$ cat src/rtl/multiplier_sequential_control.sv
// Sequential shift-and-add multiplier: one partial product per clock, W iterations per result,
// registered product with a one-cycle done strobe.
module multiplier_sequential_control #(
    parameter int W = 4
) (
    input  logic           clock,
    input  logic           reset,
    input  logic           start,
    input  logic [W-1:0]   alpha,
    input  logic [W-1:0]   beta,
    output logic           busy,
    output logic           done,
    output logic [2*W-1:0] product
);

    localparam int CW = $clog2(W + 1);

    localparam logic [1:0] S_IDLE = 2'd0;
    localparam logic [1:0] S_RUN  = 2'd1;
    localparam logic [1:0] S_DONE = 2'd2;

    localparam logic [CW-1:0] LAST_COUNT = CW'(W - 1);

    logic [1:0]    state;
    logic [W-1:0]  mcand;
    logic [2*W:0]  acc;
    logic [CW-1:0] count;
    logic [W:0]    partial;
    logic [2*W:0]  acc_step;
    logic          capture;

    // NOTE: every variable driven in always_comb gets a default first, so no path can infer a latch.
    always_comb begin
        partial = acc[2*W:W];
        if (acc[0]) begin
            partial = acc[2*W:W] + {1'b0, mcand};
        end
        acc_step = {1'b0, partial, acc[W-1:1]};
    end

    // Operands are only taken when no iteration is in flight; start during RUN is ignored.
    assign capture = start && (state == S_IDLE || state == S_DONE);

    // NOTE: sequential state uses non-blocking assignments so every register samples pre-edge values.
    always_ff @(posedge clock or negedge reset) begin
        if (!reset) begin
            state   <= S_IDLE;
            busy    <= 1'b0;
            done    <= 1'b0;
            product <= '0;
            mcand   <= '0;
            acc     <= '0;
            count   <= '0;
        end else begin
            if (capture) begin
                mcand <= alpha;
                acc   <= {{(W + 1){1'b0}}, beta};
                count <= '0;
            end

            case (state)
                S_IDLE: begin
                    if (start) begin
                        state <= S_RUN;
                        busy  <= 1'b1;
                    end
                end
                S_RUN: begin
                    acc   <= acc_step;
                    count <= count + CW'(1);
                    if (count == LAST_COUNT) begin
                        // Carry bit acc_step[2W] is always zero here and never reaches product.
                        product <= acc_step[2*W-1:0];
                        done    <= 1'b1;
                        busy    <= 1'b0;
                        state   <= S_DONE;
                    end
                end
                S_DONE: begin
                    done  <= 1'b0;
                    busy  <= start;
                    state <= start ? S_RUN : S_IDLE;
                end
                default: begin
                    state <= S_IDLE;
                    busy  <= 1'b0;
                    done  <= 1'b0;
                end
            endcase
        end
    end

endmodule
$ cat config.mk
export PLATFORM = sky130hd
export DESIGN_NAME = multiplier_sequential_control
export DESIGN_NICKNAME = d
export VERILOG_FILES = /design/src/rtl/multiplier_sequential_control.sv
export SDC_FILE = /design/constraint.sdc
export NUM_CORES = 1
export LEC_CHECK = 0
export CAP_MARGIN = 20
export CELL_PAD_IN_SITES_DETAIL_PLACEMENT = 1
export CELL_PAD_IN_SITES_GLOBAL_PLACEMENT = 1
export CORE_MARGIN = 10
export CORE_UTILIZATION = 44
export DETAILED_ROUTE_END_ITERATION = 12
export PLACE_DENSITY_LB_ADDON = 0.2
export SYNTH_ARGS = -nofsm -noshare
export SYNTH_HDL_FRONTEND = slang
export SYNTH_SLANG_ARGS = --single-unit
$ cat constraint.sdc
create_clock -name clock -period 4.13 [get_ports clock]
set_clock_uncertainty 0.1 [all_clocks]
set_input_delay 0.413 -clock clock [delete_from_list [all_inputs] [get_ports clock]]
set_output_delay 0.413 -clock clock [all_outputs]
set_load 0.05 [all_outputs]
* Word level (Yosys, flattened, before mapping)
Cells that the tools add are included.
** Storage, ports and cells
- Register bits :: 28
- Bits of input ports :: 11
- Output and inout port bits :: 10
- Logic and storage cells :: 36
** Operators by class
- Add/subtract/negate cells :: 2
- Equality and inequality tests :: 5
- Multiplexer cells :: 14
- Bitwise logic cells :: 1
- Reductions and logical operators :: 7
** Operators with widths (number)
- 9-bit two-way mux :: 2
- 3-bit two-way mux :: 2
- 2-bit one-hot mux with 3 select lines :: 1
- 2-bit AND reduction :: 3
- 5-bit by 4-bit adder with 5-bit output :: 1
- 5-bit two-way mux :: 1
- 1-bit two-way mux :: 4
- 2-bit two-way mux :: 2
- 2-bit inequality test (second input constant) :: 2
- 3-bit by 1-bit adder with 3-bit output (second input constant) :: 1
- 3-bit by 2-bit equality test with 1-bit output (second input constant) :: 1
- 1-bit one-hot mux with 3 select lines :: 1
- 2-bit by 1-bit equality test with 1-bit output (second input constant) :: 1
- 2-bit equality test (second input constant) :: 1
- 2-bit zero test :: 1
- 1-bit one-hot mux with 2 select lines :: 1
- 2-bit nonzero test :: 1
- 1-bit logical AND :: 1
- 1-bit logical OR :: 1
- 1-bit NOT :: 1

* Depth between registers and ports, before layout
Gate-level depths: netlist of the first run.
- Depth after elaboration :: 5
- Depth in mapped cells :: 7

* Least setup slack after synthesis of the first run
Ideal clock, no wire load.
- Kind :: register to register
- From :: register acc[4]
- To :: register acc[4]
- Data arrival time :: 1528 ps
- Required time :: 3910 ps
- Path slack :: 2382 ps
- Cell stages (with the launch flop) :: 7
- Path buffers :: 0
- Path through :: dfrtp_1 -> ha_1 -> fa_1 -> mux2i_1 -> nand2_1 -> o211a_1 -> a31o_2
** Between the ends
- Word-level cells in the longest chain between the ends :: 3
** Ends and longest elaborated chain
- start, declared :: line 26 : logic [2*W:0] acc;
- start signal, assigned :: line 57 : acc <= {{(W + 1){1'b0}}, beta};
- start signal, assigned :: line 69 : acc <= acc_step;
- 5-bit by 4-bit adder with 5-bit output :: line 36 : partial = acc[2*W:W] + {1'b0, mcand};
- 5-bit two-way mux :: line 35 : if (acc[0]) begin
- 9-bit two-way mux :: line 61 : case (state)
No other way between the ends.
A chain may end at the register's enable or synchronous reset.

* Worst setup path in the final report of the first run
- From :: register product[6]
- To :: output port product[6]
** RTL lines
- start, declared :: line 13 : output logic [2*W-1:0] product
- start signal, assigned :: line 73 : product <= acc_step[2*W-1:0];
No word-level cell between the ends.

==> results.md, run 1 <==
- Min-delay worst type: register to register
- Final hold vios: 0
- Area Overhead vs Synth: 17.6%
- Initial DRC Count: 46
- Mapped Area: between 1000 and 1500 sq um
- Worst-path clk slew: ~0.14 ns
- Routability cong.: around 0.77
- Fmax: roughly 490 MHz
- Clock Tree Root: clkbuf_4
- Max Slew Vio Count: 0
- Final WL: ~3100 microns
- DRC violation count after routing: 0
- N_diodes: 0
- Total gr overflow: 0
- Slew at the pin closest to its max-slew limit: a little over 0.9 ns
- Total track usage: 0.117
- Routed len/inst: ~18 microns
- Worst-path fanout max: 2
- Flop pwr share: 0.371
- Clock latency on the worst-skew pair: roughly 0.32 ns
- First-pass GRT wire length: around 5100 microns
- Largest net degree at the start of global routing: 21
- Post-synthesis cell type count: 38
- DP HPWL: between 2000 and 2500 microns
- Number of synthesis warnings: 0
- Crit path kind: register to primary output
- Commonest non-fill, non-tap cell in the layout: dfrtp_1
- Final net count: 164
- Post-CTS Setup Repair Bufs: 0
- P_sw: roughly 0.00066 W
- Pint: 0.000767 W
- Setup crit end kind: primary output
- I/O pin cnt: 21
- Final period utilization: 0.493
- Switching share of power: 0.461
- Syn avg cell area: 10.8 sq um
- H-Tree Depth: 1
- Slowest stage delay, CP: just over 0.8 ns
- Combinational share of power: 0.550
- Post-layout util: 0.533
- DIE WIDTH: roughly 76 microns
- Mapped Cells: 126
- Vias in the first global route: between 1000 and 1500
- Buffers added on ports: 20
- Slew margin rel.: 0.392
- Commonest cells after routing, fill and taps aside: dfrtp_1, clkdlybuf4s50_1, nand2_1
- Post-cts gate resize count: 0
- Num rows: 20
- Hold-fix buffers at CTS: 0
- Seq/Total Area, Yosys: 0.497
- Initial antenna violation count: 0
- Clock power share: 0.078
- Lkg Pwr: approximately 0.74 nW
- Critical path launch point type: register
- Yosys reg bits: 27
- Routed vias: 1012
- First drt pass iteration count: 4
- Crit-path cells: clkdlybuf4s50_1
- Buf/Inv on CP: 1
- Worst Path Required: between 3 and 4 ns
- Post-synthesis net count: around 140
- Layout cells sized above 1: 0.131
- Fin area: ~1600 sq um
- RSZ-0062 raised after global routing: false
- Core ar.: 3000 sq um
- Die ar.: 5710 sq um
- Maximum buffer depth of the clock tree: 2
- CTS tree: built
- Die extent in y: 75.6 microns
- Pwr Density: approximately 890 nW/um^2
- Power after layout: around 0.0014 W
- Setup TNS: 0 ns
- Minimum clock period: just over 2 ns
- Critical-path top delay cell: clkdlybuf4s50_1
- Number of buffers created by CTS: 3
- Critical path's top delay family: buffers and inverters
- Max-Cap Viols: 0
- Setup violators final: 0
- Crit path DAT: between 1.5 and 2 ns
- Status: completed
- Vias/cell: 5.69
- Post-route ant nets: 0
- Starting Density: 0.453
- Placed standard-cell area: between 1500 and 2000 sq um
- CTS sink count: 27
- Peak VDD IR: 0.279 mV
per-stage QoR:
stage | hold slack (ns) | std cells | setup WS, ns
global route | 0.440 | 178 | 2.02
global placement | 0.359 | 174 | 2.06
CTS | 0.409 | 178 | 2.07
floorplan | 0.0174 | 126 | 2.38
finish | 0.401 | 178 | 2.09
detailed placement | 0.376 | 174 | 2.01
cell type report:
cell class | count | area, sq um
fill | 357 | 1400
clock buffer | 3 | 22.5
sequential | 27 | 676
timing repair buffer | 21 | 208
clock inverter | 1 | 5.00
inverter | 5 | 18.8
tap | 33 | 41.3
multi-input combinational | 88 | 628
sequential cells by signal (all words and copies together), names as in the netlist:
signal   count
acc          8
product      8
mcand        4
count        3
state        2
busy         1
done         1
synthesized netlist by cell type, drive strengths merged:
master  instances  area, sq um
and2b           1         10.0
nand2b          2         12.5
and3            2         12.5
mux2            7         86.3
clkinv          1         3.75
nor2b           2         12.5
o211ai          1         7.51
inv             4         15.0
xnor2           1         8.76
dfrtp          27          676
xor2            1         8.76
fa              1         20.0
buf             5         33.8
a21oi           8         40.0
o31ai           1         7.51
a21o            2         15.0
or3             1         6.26
clkbuf          1         3.75
a22o            1         8.76
a211oi          2         15.0
o21ai          10         50.1
a32o            1         10.0
a21boi          1         7.51
o211a           1         10.0
nor2            5         21.3
mux2i           7         70.1
nand3           2         10.0
a31o            2         17.5
o22ai           1         6.26
ha              6         75.1
nand2          17         66.3
a31oi           2         12.5
logic make-up after synthesis:
kind of cell | after synthesis | synth area share
simple gates | 32 | 0.111
mux | 14 | 0.115
xor+xnor | 2 | 0.0129
flops | 27 | 0.497
fa+ha+maj | 7 | 0.0699
buf+inv | 11 | 0.0414
compound gates | 33 | 0.153
power groups by stage:
stage	logic (W)	registers (W)	clock network, W
finish	0.000782	0.000528	0.000111
global route	0.000860	0.000549	0.000130
CTS	0.000791	0.000529	0.000119
detailed placement	0.000787	0.000535	0
global placement	0.000747	0.000524	0
floorplan	0.000457	0.000628	0
final timing paths:
kind                                         from  slack (ns)                     end  depth (start not counted)
setup / recovery           product[6]$_DFFE_PN0P_        2.09              product[6]                          1
hold reg to reg            product[7]$_DFFE_PN0P_        0.40  product[7]$_DFFE_PN0P_                          2
max in group asynchronous                   reset        2.79      acc[4]$_DFFE_PN0P_                          2
setup reg to reg               acc[4]$_DFFE_PN0P_        2.20      acc[4]$_DFFE_PN0P_                          6
hold / removal             product[7]$_DFFE_PN0P_        0.40  product[7]$_DFFE_PN0P_                          2
min in group asynchronous                   reset        0.48  product[7]$_DFFE_PN0P_                          1
per-layer routing:
metal / part of all wire / wire (microns) / global-route usage
met4: 0.018 / 55 / 0.0433
met2: 0.49 / 1550 / 0.200
met3: 0.055 / 173 / 0.0378
met1: 0.43 / 1360 / 0.133
met5: 0 / 0 / 0
(Power assumes the default switching activity.)
==> run 2: changes to the inputs <==
CORE_UTILIZATION = 37   (was 44)
clock period = 1.8 ns   (was 4.13 ns; I/O delays follow)
==> results.md, run 2 (synthesis gave the netlist of run 1 again) <==
- Status: finished with violations
- Failing checks: setup timing
- Hold-fix buffers at CTS: 0
- Total gr overflow: 0
- Minimum clock period: between 1.5 and 2 ns
- Num rows: 21
- Routability cong.: between 0.7 and 0.8
- Worst R2R Setup Slack: -0.04 ns
- Routed vias: 1024
- Final period utilization: 1.02
- RSZ-0062 raised after global routing: true
- Commonest cells after routing, fill and taps aside: dfrtp_1, buf_4, nand2_1
- Core ar.: roughly 3400 sq um
- CTS sink count: 27
- H-Tree Depth: 1
- Worst-path fanout max: 2
- Fin area: roughly 1700 sq um
- Slew at the pin closest to its max-slew limit: 0.498 ns
- Slowest stage delay, CP: 0.43 ns
- Initial antenna violation count: 0
- Min-delay worst type: primary input to async pin
- Lkg Pwr: 0.797 nW
- Largest net degree at the start of global routing: 28
- Post-layout util: 0.489
- Clock latency on the worst-skew pair: 0.27 ns
- Starting Density: 0.395
- Crit path DAT: 1.91 ns
- Fmax: between 500 and 600 MHz
- Number of buffers created by CTS: 3
- Die extent in y: 80.6 microns
- Vias/cell: ~5.1
- Routed len/inst: 15.9 microns
- Fill cells: roughly 400
- Die ar.: approximately 6500 sq um
- Max Slew Vio Count: 0
- Worst Path Required: roughly 1.9 ns
- I/O pin cnt: 21
- Buffers added on ports: 20
- Maximum buffer depth of the clock tree: 2
- Crit path kind: register to register
- First drt pass iteration count: 4
- Total track usage: 0.108
- N_diodes: 0
- Setup crit end kind: register
- Final hold vios: 0
- First-pass GRT wire length: roughly 5700 microns
- Peak VDD IR: approximately 0.54 mV
- Layout cells sized above 1: 0.240
- Setup violators final: 1
- Final setup margin: -0.0398 ns
- DIE WIDTH: 80.6 microns
- CTS tree: built
- Commonest non-fill, non-tap cell in the layout: dfrtp_1
- Slew margin rel.: 0.667
- Worst-path clk slew: about 0.09 ns
- Pwr Density: ~2000 nW/um^2
- Placed standard-cell area: approximately 1600 sq um
- Initial DRC Count: 31
- DRC violation count after routing: 0
- Critical path's top delay family: adder cells
- Final net count: 173
- DP HPWL: roughly 2400 microns
- Area Overhead vs Synth: 23.8%
- Top Registers: acc (8), product (8), mcand (4)
- Clock Tree Root: clkbuf_8
- Max-Cap Viols: 0
- Post-route ant nets: 0
- Critical path launch point type: register
- Vias in the first global route: 1164
- Final WL: 3180 microns
- Crit-path cells: ha_2, fa_1, mux2i_1, nand2_1, o211a_1, a31o_2
- Critical-path top delay cell: fa_1
- Buf/Inv on CP: 0
## run 2: cell count changes in the layout (fill, tap and decap cells not counted), sizes merged
cell           delta
buf              +17
clkdlybuf4s50     -8
## run 2: final cells by class
cell class	instances	area, sq um	area share
flip-flops and latches	27	676	0.401
multi-input cells	88	631	0.374
clock inverters	1	5.00	0.00297
inverters	5	18.8	0.0111
clock buffers	3	41.3	0.0245
well taps	46	57.6	0.0342
repair buffers	30	255	0.152
## run 2: power by group
part / switching, W / leakage, nW / internal (W)
sequential: 0.000257 / 0.327 / 0.000900
clock: 0.000188 / 0.0255 / 0.000155
combinational: 0.00107 / 0.444 / 0.000849
total: 0.00152 / 0.797 / 0.00190
## run 2: worst paths after layout
| path | endpoint | cells after the start | startpoint |
|---|---|---|---|
| max | acc[4]$_DFFE_PN0P_ | 6 | acc[4]$_DFFE_PN0P_ |
| min | product[5]$_DFFE_PN0P_ | 2 | reset |
| max reg2reg | acc[4]$_DFFE_PN0P_ | 6 | acc[4]$_DFFE_PN0P_ |
| max in group asynchronous | mcand[3]$_DFFE_PN0P_ | 2 | reset |
| min reg2reg | product[7]$_DFFE_PN0P_ | 2 | product[7]$_DFFE_PN0P_ |
| min in group clock | product[7]$_DFFE_PN0P_ | 2 | product[7]$_DFFE_PN0P_ |
## run 2: through the flow
step                setup WS [ns]  hold WS (ns)  std cells  setup TNS (ns)  power (W)
global route               -0.116         0.213        200          -0.117    0.00374
CTS                       -0.0170         0.191        199         -0.0170    0.00346
detailed placement        -0.0525         0.374        194         -0.0525    0.00305
global placement           0.0168         0.362        194               0    0.00297
finish                    -0.0398         0.176        200         -0.0398    0.00342
floorplan                  0.0517        -0.216        126               0    0.00249
## run 2: routing by layer
metal | vias up | global-route usage | share of wire
met1 | 507 | 0.131 | 0.44
met2 | 20 | 0.180 | 0.49
met4 | 0 | 0.0370 | 0.014
met5 | - | 0 | 0
li1 | 493 | - | -
met3 | 4 | 0.0256 | 0.052
## run 2: timing repair
action	4_1_cts	5_1_grt
buffers inserted	1	1
setup endpoints to repair	1	2
gates resized for setup	1	1
pin swaps	2	1
==> run 3: changes to the inputs <==
SETUP_SLACK_MARGIN = 0.1   (was not set)
SKIP_CTS_REPAIR_TIMING = 1   (was not set)
==> results.md, run 3 (synthesis gave the netlist of run 1 again) <==
- Status: finished with violations
- Failing checks: setup timing
- Vias in the first global route: around 1200
- Register area: around 680 sq um
- Slew at the pin closest to its max-slew limit: ~0.53 ns
- Worst-path fanout max: 2
- Final hold vios: 0
- Flop pwr share: 0.329
- Commonest non-fill, non-tap cell in the layout: dfrtp_1
- Slew margin rel.: 0.646
- Peak VDD IR: 0.582 mV
- Max-Cap Viols: 0
- Worst r2r dst: acc[4]$_DFFE_PN0P_
- Core ar.: about 3400 sq um
- Minimum clock period: roughly 1.8 ns
- FF-to-FF Start: acc[4]$_DFFE_PN0P_
- Final setup margin: -0.00998 ns
- Commonest cells after routing, fill and taps aside: dfrtp_1, buf_4, nand2_1
- Total track usage: 0.109
- Min-delay worst type: primary input to async pin
- DP HPWL: approximately 2600 microns
- Starting Density: 0.395
- Top Registers: acc (8), product (8), mcand (4)
- Lkg Pwr: slightly above 0.8 nW
- Clock power share: 0.096
- Initial DRC Count: 22
- Pint: 0.00196 W
- Combinational share of power: 0.575
- Total gr overflow: 0
- Number of buffers created by CTS: 3
- Area Overhead vs Synth: 26.6%
- Setup crit end kind: register
- Vias/cell: 5.26
- Setup violators final: 2
- I/O pin cnt: 21
- Routed vias: between 1000 and 1500
- Final period utilization: 1.01
- DIE WIDTH: approximately 81 microns
- Maximum buffer depth of the clock tree: 2
- Final net count: ~170
- N_diodes: 0
- DRC violation count after routing: 0
- CTS sink count: 27
- Die ar.: 6500 sq um
- RSZ-0062 raised after global routing: true
- Routed len/inst: 17.1 microns
- Worst R2R Setup Slack: -0.01 ns
- Num rows: 21
- Routability cong.: 0.760
- Max Slew Vio Count: 0
- Fin area: approximately 1700 sq um
- Layout cells sized above 1: 0.277
- P_sw: between 0.0015 and 0.002 W
- Post-layout util: 0.500
- Pwr Density: ~2100 nW/um^2
- Worst Path Required: around 1.9 ns
- Final WL: 3440 microns
- First-pass GRT wire length: around 5700 microns
- Critical path launch point type: register
- Placed standard-cell area: roughly 1600 sq um
- Crit path kind: register to register
- Worst-path clk slew: around 0.090 ns
- Clock Tree Root: clkbuf_8
- Final hold slack: between 0.15 and 0.2 ns
- CTS tree: built
- Crit path DAT: between 1.5 and 2 ns
- Area of the multi-input gates: 656 sq um
- Switching share of power: 0.449
- Reg2Reg Depth: 6
- Largest net degree at the start of global routing: 28
- Die extent in y: slightly above 80 microns
- Initial antenna violation count: 0
- Fmax: 552 MHz
- Fill cells: ~400
- Clock latency on the worst-skew pair: 0.27 ns
- Post-route ant nets: 0
- Buffers added on ports: 20
- H-Tree Depth: 1
- First drt pass iteration count: 4
-- run 3: worst max-delay path, stage by stage, from the launching register on --
cell	delay [ns]
dfrtp_1	0.40
ha_2	0.20
fa_2	0.40
mux2i_1	0.19
nand2_1	0.08
o211a_1	0.13
a31o_2	0.21
-- run 3: power groups by stage --
stage	clock (W)	combinational (W)	sequential [W]
after floorplan	0	0.00105	0.00144
after global placement	0	0.00183	0.00115
after detailed placement	0	0.00192	0.00117
after CTS	0.000354	0.00192	0.00116
after global routing	0.000382	0.00226	0.00122
final	0.000342	0.00205	0.00117
-- run 3: cell type report --
cell class | instances | share of cell area
flip-flops and latches | 27 | 0.393
inverters | 5 | 0.0109
clock buffers | 4 | 0.0262
well taps | 46 | 0.0334
repair buffers | 31 | 0.156
multi-input cells | 88 | 0.381
-- run 3: through the flow --
stage                     worst slack, ns  total power (W)  TNS, ns  std cells
after CTS                         -0.0503          0.00344  -0.0503        199
after detailed placement          -0.0532          0.00309  -0.0532        195
after global placement             0.0477          0.00298        0        195
final                            -0.00998          0.00356  -0.0152        201
after floorplan                    0.0699          0.00249        0        126
after global routing              -0.0974          0.00386   -0.155        201
-- run 3: how the worst max path moves through the flow --
stage,start,end,depth (start not counted)
floorplan,acc[4]$_DFFE_PN0P_,acc[4]$_DFFE_PN0P_,6
global placement,mcand[0]$_DFFE_PN0P_,acc[4]$_DFFE_PN0P_,6
detailed placement,mcand[0]$_DFFE_PN0P_,acc[4]$_DFFE_PN0P_,6
CTS,mcand[0]$_DFFE_PN0P_,acc[4]$_DFFE_PN0P_,6
global route,acc[4]$_DFFE_PN0P_,acc[4]$_DFFE_PN0P_,6
finish,acc[4]$_DFFE_PN0P_,acc[4]$_DFFE_PN0P_,6
-- run 3: metal layers --
metal	global-route usage	routed length, microns
met1	0.123	1470
met2	0.197	1830
met3	0.0267	124
met4	0.0317	19
met5	0	0
